File: src/rtl/mem_access_ctrl.sv
// MEM-stage load/store sequencer: alignment check, req/ready memory handshake,
// byte-lane steering for stores and lane select plus sign/zero extension for loads.
module mem_access_ctrl #(
  parameter int TIMEOUT = 255,
  parameter int TO_W    = 8
) (
  input  logic        clk,
  input  logic        rst_n,
  input  logic        start,
  input  logic [5:0]  op,
  input  logic [31:0] addr,
  input  logic [31:0] st_data,
  input  logic [31:0] mem_rdata,
  input  logic        mem_ready,
  output logic        mem_req,
  output logic        mem_we,
  output logic [3:0]  mem_be,
  output logic [31:0] mem_addr,
  output logic [31:0] mem_wdata,
  output logic [31:0] ld_data,
  output logic        busy,
  output logic        done,
  output logic        addr_err,
  output logic        timeout
);

  localparam logic [5:0] OP_LB  = 6'b100000;
  localparam logic [5:0] OP_LH  = 6'b100001;
  localparam logic [5:0] OP_LW  = 6'b100011;
  localparam logic [5:0] OP_LBU = 6'b100100;
  localparam logic [5:0] OP_LHU = 6'b100101;
  localparam logic [5:0] OP_SB  = 6'b101000;
  localparam logic [5:0] OP_SH  = 6'b101001;
  localparam logic [5:0] OP_SW  = 6'b101011;

  localparam logic [TO_W-1:0] TO_SAT = TO_W'(TIMEOUT);
  localparam logic [TO_W:0]   TO_LIM = (TO_W+1)'(TIMEOUT);

  typedef enum logic [1:0] {IDLE, ACCESS, FINISH, FAULT} state_t;

  state_t          state, state_nxt;
  logic [5:0]      op_q;
  logic [1:0]      off_q;
  logic            to_flag;
  logic [TO_W-1:0] wait_cnt;

  logic        legal, misaligned, accept, to_hit;
  logic [3:0]  be_calc;
  logic [31:0] wd_calc;
  logic [7:0]  lane_b;
  logic [15:0] lane_h;
  logic [31:0] ld_ext;

  // opcode decode, alignment check and store lane steering
  always_comb begin
    legal      = 1'b1;
    misaligned = 1'b0;
    be_calc    = 4'b1111;
    wd_calc    = st_data;
    case (op)
      OP_LB, OP_LBU: ;
      OP_LH, OP_LHU: misaligned = addr[0];
      OP_LW:         misaligned = |addr[1:0];
      OP_SB: begin
        be_calc = 4'b0001 << addr[1:0];
        wd_calc = {4{st_data[7:0]}};
      end
      OP_SH: begin
        misaligned = addr[0];
        be_calc    = addr[1] ? 4'b1100 : 4'b0011;
        wd_calc    = {2{st_data[15:0]}};
      end
      OP_SW:   misaligned = |addr[1:0];
      default: legal = 1'b0;
    endcase
  end

  assign accept = (state == IDLE) && start && legal;

  // +1 compare in a wider width keeps TIMEOUT-1 from underflowing when TIMEOUT=0
  assign to_hit = (TIMEOUT != 0) && !mem_ready &&
                  (({1'b0, wait_cnt} + (TO_W+1)'(1)) == TO_LIM);

  always_ff @(posedge clk or negedge rst_n) begin
    if (!rst_n) state <= IDLE;
    else        state <= state_nxt;
  end

  always_comb begin
    state_nxt = state;
    case (state)
      IDLE:    if (accept) state_nxt = misaligned ? FAULT : ACCESS;
      ACCESS:  if (mem_ready || to_hit) state_nxt = FINISH;
      FINISH:  state_nxt = IDLE;
      FAULT:   state_nxt = IDLE;
      default: state_nxt = IDLE;
    endcase
  end

  always_comb begin
    mem_req  = (state == ACCESS);
    busy     = (state != IDLE);
    done     = (state == FINISH) || (state == FAULT);
    addr_err = (state == FAULT);
    timeout  = (state == FINISH) && to_flag;
  end

  // memory-side fields are frozen at acceptance so they stay stable through ACCESS
  always_ff @(posedge clk or negedge rst_n) begin
    if (!rst_n) begin
      mem_addr  <= '0;
      mem_we    <= 1'b0;
      mem_be    <= '0;
      mem_wdata <= '0;
      op_q      <= '0;
      off_q     <= '0;
    end else if (accept) begin
      mem_addr  <= {addr[31:2], 2'b00};
      mem_we    <= op[3];
      mem_be    <= be_calc;
      mem_wdata <= wd_calc;
      op_q      <= op;
      off_q     <= addr[1:0];
    end
  end

  always_ff @(posedge clk or negedge rst_n) begin
    if (!rst_n) begin
      wait_cnt <= '0;
      to_flag  <= 1'b0;
    end else if (accept) begin
      wait_cnt <= '0;
      to_flag  <= 1'b0;
    end else if (state == ACCESS) begin
      if (!mem_ready && wait_cnt != TO_SAT) wait_cnt <= wait_cnt + 1'b1;
      if (to_hit) to_flag <= 1'b1;
    end
  end

  // load lane select and extension
  always_comb begin
    lane_b = mem_rdata[8*off_q +: 8];
    lane_h = off_q[1] ? mem_rdata[31:16] : mem_rdata[15:0];
    case (op_q)
      OP_LB:   ld_ext = {{24{lane_b[7]}}, lane_b};
      OP_LBU:  ld_ext = {24'd0, lane_b};
      OP_LH:   ld_ext = {{16{lane_h[15]}}, lane_h};
      OP_LHU:  ld_ext = {16'd0, lane_h};
      default: ld_ext = mem_rdata;
    endcase
  end

  always_ff @(posedge clk or negedge rst_n) begin
    if (!rst_n)
      ld_data <= '0;
    else if (state == ACCESS && mem_ready && !op_q[3])
      ld_data <= ld_ext;
  end

endmodule

File: config.mk
export PLATFORM = sky130hd
export DESIGN_NAME = mem_access_ctrl
export DESIGN_NICKNAME = d
export VERILOG_FILES = /design/src/rtl/mem_access_ctrl.sv
export SDC_FILE = /design/constraint.sdc
export NUM_CORES = 1
export LEC_CHECK = 0
export ABC_AREA = 0
export CORE_AREA = 4 4 119 121
export DETAILED_ROUTE_END_ITERATION = 10
export DIE_AREA = 0 0 123 125
export GPL_TIMING_DRIVEN = 0
export HOLD_SLACK_MARGIN = 0.08
export PLACE_DENSITY = 0.9
export SLEW_MARGIN = 10
export SYNTH_ARGS = -nofsm -noshare
export SYNTH_HDL_FRONTEND = slang
export SYNTH_SLANG_ARGS = --single-unit
File: constraint.sdc
create_clock -name clk -period 2.2 [get_ports clk]
set_clock_uncertainty 0.05 [all_clocks]
set_input_delay 0.55 -clock clk [delete_from_list [all_inputs] [get_ports clk]]
set_output_delay 0.55 -clock clk [all_outputs]
set_load 0.02 [all_outputs]
# --- Yosys cells after proc, flatten, opt, wreduce, memory -nomap -nowiden ---
# Index checks and enable logic that the tools add are counted.
totals:
  register_bits: 118
  latchBits: 0
  mem_bits_rw: 0
  rom_bits: 0
  inputBits: 106
  output_inout_bits: 106
  word_cells: 74
  mem_count: 0
classes:
  addsub: 2
  multipliers: 0
  div: 0
  magnitude_cmp: 0
  n_eq_ne: 19
  n_shift: 2
  muxes: 17
  n_bitwise: 0
  n_reduce_logical: 24
ops:
  columns: ["operator", "n"]
  rows:
  - ["32-bit one-hot mux with 4 select lines", 1]
  - ["6-bit == test, second input constant", 12]
  - ["32-bit one-hot mux with 2 select lines", 1]
  - ["32-bit by 6-bit variable part select with 8-bit output", 1]
  - ["8-bit two-way mux", 3]
  - ["16-bit two-way mux", 1]
  - ["8-bit by 1-bit adder with 9-bit output, second input constant", 1]
  - ["9-bit by 8-bit == test with 1-bit output, second input constant", 1]
  - ["8-bit by 1-bit adder with 8-bit output, second input constant", 1]
  - ["8-bit != test, second input constant", 1]
  - ["4-bit one-hot mux with 2 select lines", 1]
  - ["2-bit nonzero test", 4]
  - ["8-bit OR reduction", 1]
  - ["1-bit logical AND", 7]
  - ["2-bit two-way mux", 3]
  - ["2-bit one-hot mux with 3 select lines", 1]
  - ["2-bit AND reduction", 3]
  - ["2-bit OR reduction", 3]
  - ["2-bit == test, second input constant", 2]
  - ["1-bit two-way mux", 4]
  - ["4-bit two-way mux", 1]
  - ["1-bit by 2-bit << shifter with 4-bit output, first input constant", 1]
  - ["3-bit OR reduction", 1]
  - ["2-bit by 1-bit == test with 1-bit output, second input constant", 1]
  - ["other kinds (6)", 8]

# --- Depth between registers and ports, before layout ---
logic_depth:
  depth_word: 6
  mapped_depth: 7
  mapped_depth_nobuf: 5

# --- Least setup slack after synthesis ---
# OpenSTA, ideal clock, no wires.
synth_timing:
  path_kind: "register to register"
  from: "register op_q[3]"
  to: "register ld_data[17]"
  setup_time_ns: 0.081
  arrival_time_ns: 1.696
  t_required_ns: 2.069
  slack_ns: 0.372
  stages_incl_launch_ff: 7
  n_path_buf: 2
  period_less_slack_ns: 1.828
  path_cell_list: "dfrtp_1 or4b_1 buf_4 nor2_8 o311ai_4 buf_6 a31oi_2"
synth_between:
  elab_chain_cells: 2
  elab_cells_between_ends: 7
  classes_between: "eq/ne: 4; mux: 1; reduce/logical: 2"
synth_lines:
  columns: ["element", "line", "text"]
  rows:
  - ["from (decl)", "42", "logic [5:0] op_q;"]
  - ["from (signal assigned)", "122", "op_q <= op;"]
  - ["6-bit == test or 1-bit logical NOT (tied branches)", "144, 156", null]
  - ["32-bit one-hot mux with 4 select lines or 1-bit logical AND (tied branches)", "144, 156", null]
  - ["to (signal assigned)", "157", "ld_data <= ld_ext;"]
  - ["to (decl)", "20", "output logic [31:0] ld_data,"]
# Several ways; a longest one is shown, not always the timed one.
# A chain may end at the register's enable or synchronous reset.

==> impl_metrics.py <==
metrics = {
    "run_status": {
        "status": "completed",
    },
    "power": {
        "finalPower_w": 0.00993,
        "p_leak_nw": 3.87,
        "p_switching_w": 0.00352,
        "ir_drop_mv": 0.691,
        "p_comb_share_pct": 38.5,
        "swShare_pct": 35.5,
        "powerDensity_nw_per_um2": 1130,
        "p_int_w": 0.00641,
        "p_clk_share_pct": 28.9,
        "pwr-share-seq_pct": 32.5,
    },
    "timing": {
        "finalCriticalPeriod_ns": 2.11,
        "clock.fmax_mhz": 474,
        "drv_slew": 0,
        "setup_violations": 0,
        "hold_viol": 0,
        "relSlewSlack_pct": 42.1,
        "tightest_slew_ns": 0.866,
        "tns_ns": 0,
        "fin_crit_sh_pct": 96.0,
        "rsz0062_at_grt": "no",
        "worst_slack_ns": 0.0885,
    },
    "synth": {
        "synth.avg_cell_area_um2": 9.21,
        "synth_simple_gate_area_share_pct": 20.8,
        "netlist.area_leader.share_pct": 50.8,
        "ys.flop_type": "dfrtp_1",
        "synth-compound-area-share_pct": 15.9,
        "yosys.area.top_type": "dfrtp_1",
        "ys_ff_latch": 117,
        "synth_top_family_by_area": "simple AND/OR/NAND/NOR gates",
        "syn-instance-count": 626,
        "ys_seq_area_share_pct": 50.8,
        "async_flop_share_pct": 100,
        "yosys-top-cells-area": "dfrtp_1 51%, nand2_1 13%, mux2i_1 4.3%, a21oi_1 2.6%, o21ai_1 2.3%",
        "synth-edff-count": 0,
        "synth_xor_area_share_pct": 0.304,
        "yosys_warnings": 0,
        "synth_fa_ha_area_share_pct": 0.434,
        "synth_area_um2": 5760,
        "yosysUniqueCellTypes": 58,
        "muxShareOfSynthArea_pct": 7.27,
    },
    "detailed_routing": {
        "drcViolationCount": 0,
        "detail-route-antenna-nets": 0,
        "vias": 5632,
        "drtIter0Drc": 366,
        "firstDrtPassIters": 5,
        "vias_per_cell": 5.38,
        "post_drt_wl_per_cell_um": 18.5,
        "drt_wl_total_um": 19300,
    },
    "cts": {
        "clk_pin_slew_worst_paths_ns": 0.06,
        "cts_buffer_depth": 2,
        "cts.sinks": 117,
        "numCtsBuffers": 17,
        "tritoncts": "done",
        "clock_latency_ns": 0.41,
        "cts-root-buf": "clkbuf_16",
        "htree_levels": 4,
    },
    "cells_and_area": {
        "stdcell_area_um2": 8750,
        "num_antenna_cells": 0,
        "finalNetCount": 966,
        "nFillCells": 974,
        "layout.cells.non_filler": 1047,
        "multi_input_area_um2": 2590,
        "drive_gt1_share_pct": 9.76,
        "area_growth_pct": 51.9,
        "ff_latch_area_um2": 2930,
    },
    "global_route": {
        "grt_pass1_vias": 5733,
        "antenna_found_initial": 0,
        "grt_overflow_total": 0,
        "grt_use_total_pct": 25.4,
        "grt_start_max_net_pins": 85,
        "grt_pass1_wl_um": 30400,
    },
    "floorplan": {
        "die_h_um": 125,
        "pin_count": 212,
        "start_util_pct": 44.1,
        "fp.dieW_um": 123,
        "dieArea_um2": 15400,
        "core_area_um2": 13100,
        "rows": 42,
    },
    "critical_path": {
        "worstSetupEndpointType": "output port",
        "cp-start-kind": "flop",
        "critical_path_class": "flop to output port",
        "crit_arrival_ns": 1.51,
        "cpMaxStageDelayCell": "clkdlybuf4s50_1",
        "r2r_slack_ns": 0.11,
        "critPathMaxStageDelay_ns": 0.66,
        "crit_family": "buffers and inverters",
        "worstPathMaxFanout": 6,
        "crit_required_ns": 1.60,
        "path_buf_inv": 1,
        "crit_chain": "clkdlybuf4s50_1",
    },
    "place": {
        "placed_cells": 1013,
        "io_buffer_count": 209,
        "post-place-ws_ns": -0.542,
        "post_dp_cell_area_um2": 8110,
        "hpwl_um": 14200,
        "place_congestion": 0.909,
    },
    "job": {
        "max-cap-violations": 0,
    },
    "worst_hold_path": {
        "hp-class": "flop to flop",
    },
}
==> synth_stat cells, types with 5 or more instances <==
master and number:
o211ai_1 10, dfrtp_1 117, mux2_2 9, buf_2 9
clkbuf_1 26, nand3b_1 7, a21o_1 5, buf_1 5
or3_1 8, o22ai_1 7, nor2_1 34, o31ai_1 7
mux2i_1 25, a31oi_1 9, a31oi_2 10, a22oi_1 9
o21ai_1 27, a21oi_1 30, inv_1 15, nor2b_1 6
nand2_1 192
==> power by group through the flow <==
stage               Clock [W]  Sequential [W]  Combinational, W
finish                0.00287         0.00323           0.00383
global route          0.00300         0.00331           0.00410
CTS                   0.00289         0.00323           0.00385
detailed placement          0         0.00325           0.00382
global placement            0         0.00322           0.00373
floorplan                   0         0.00393           0.00121
==> logic make-up (layout without fill, tap and decap cells) <==
| family | after synthesis | in the layout |
|---|---|---|
| XOR/XNOR | 2 | 2 |
| flip-flops | 117 | 117 |
| AND/OR/NAND/NOR | 274 | 274 |
| AO/OA/AOI/OAI | 133 | 133 |
| buffers and inverters | 60 | 304 |
| adder cells (fa/ha/maj) | 2 | 2 |
| multiplexers | 37 | 37 |
| other | 1 | 2 |
==> routing by layer <==
metal / vias to the layer above / wire, µm / global-route usage (%) / part of all wire [%]
met5: - / 0 / 0 / 0
li1: 2598 / - / - / -
met3: 54 / 2020 / 8.85 / 10
met4: 0 / 669 / 10.4 / 3.5
met1: 2683 / 7470 / 30.0 / 39
met2: 297 / 9170 / 42.1 / 47
==> cell usage in the layout (no fill, tap or decap), types with 5 or more instances in the layout <==
cell type        instances
a21o_1                   5
a21oi_1                 30
a22oi_1                  9
a31oi_1                  9
a31oi_2                 10
buf_2                    7
buf_4                    5
clkbuf_1                22
clkbuf_16               17
clkdlybuf4s50_1        203
clkinvlp_4               5
dfrtp_1                116
inv_1                   15
mux2_2                   9
mux2i_1                 25
nand2_1                192
nand3b_1                 7
nor2_1                  34
nor2b_1                  6
o211ai_1                10
o21ai_1                 27
o22ai_1                  7
o31ai_1                  7
or3_1                    8
==> stage by stage <==
stage               hold WS [ns]  util [%]
floorplan                  0.204         -
global placement           0.407      61.8
detailed placement         0.409      62.0
CTS                        0.426      66.8
global route               0.442      66.9
finish                     0.422      66.9
==> path summary, 6_finish.rpt <==
| check | startpoint | endpoint | cells past startpoint |
|---|---|---|---|
| worst max-delay path | op_q[3] | mem_we | 1 |
| worst min register to register | ld_data[6] | ld_data[6] | 2 |
| max in group asynchronous | rst_n | mem_wdata[16] | 3 |
| worst max register to register | off_q[1] | ld_data[6] | 6 |
| worst min-delay path | ld_data[6] | ld_data[6] | 2 |
| min in group asynchronous | rst_n | ld_data[17] | 2 |
==> flip-flops by register name (all words and copies together) (netlist names) <==
signal / count
to_flag: 1
off_q: 2
ld_data: 32
mem_be: 4
wait_cnt: 8
state: 2
mem_addr: 30
mem_wdata: 32
op_q: 6
==> area by class of cell <==
type / instances / share of cell area, %
multi-input combinational: 450 / 29.5
clock buffer: 18 / 5.02
tap: 176 / 2.52
buffer: 43 / 2.30
sequential: 117 / 33.5
inverter: 16 / 0.686
clock inverter: 14 / 2.02
timing repair buffer: 213 / 24.5
==> what timing repair did <==
item | 4_1_cts | 5_1_grt
resized for setup | 7 | 10
hold buffers | 1 | 0
pin swaps | 1 | 0
endpoints found under the hold margin | 33 | 0
buffers inserted | 2 | 0
endpoints found under the setup margin | 30 | 25
Note: power is estimated with default switching activity, not from simulation.
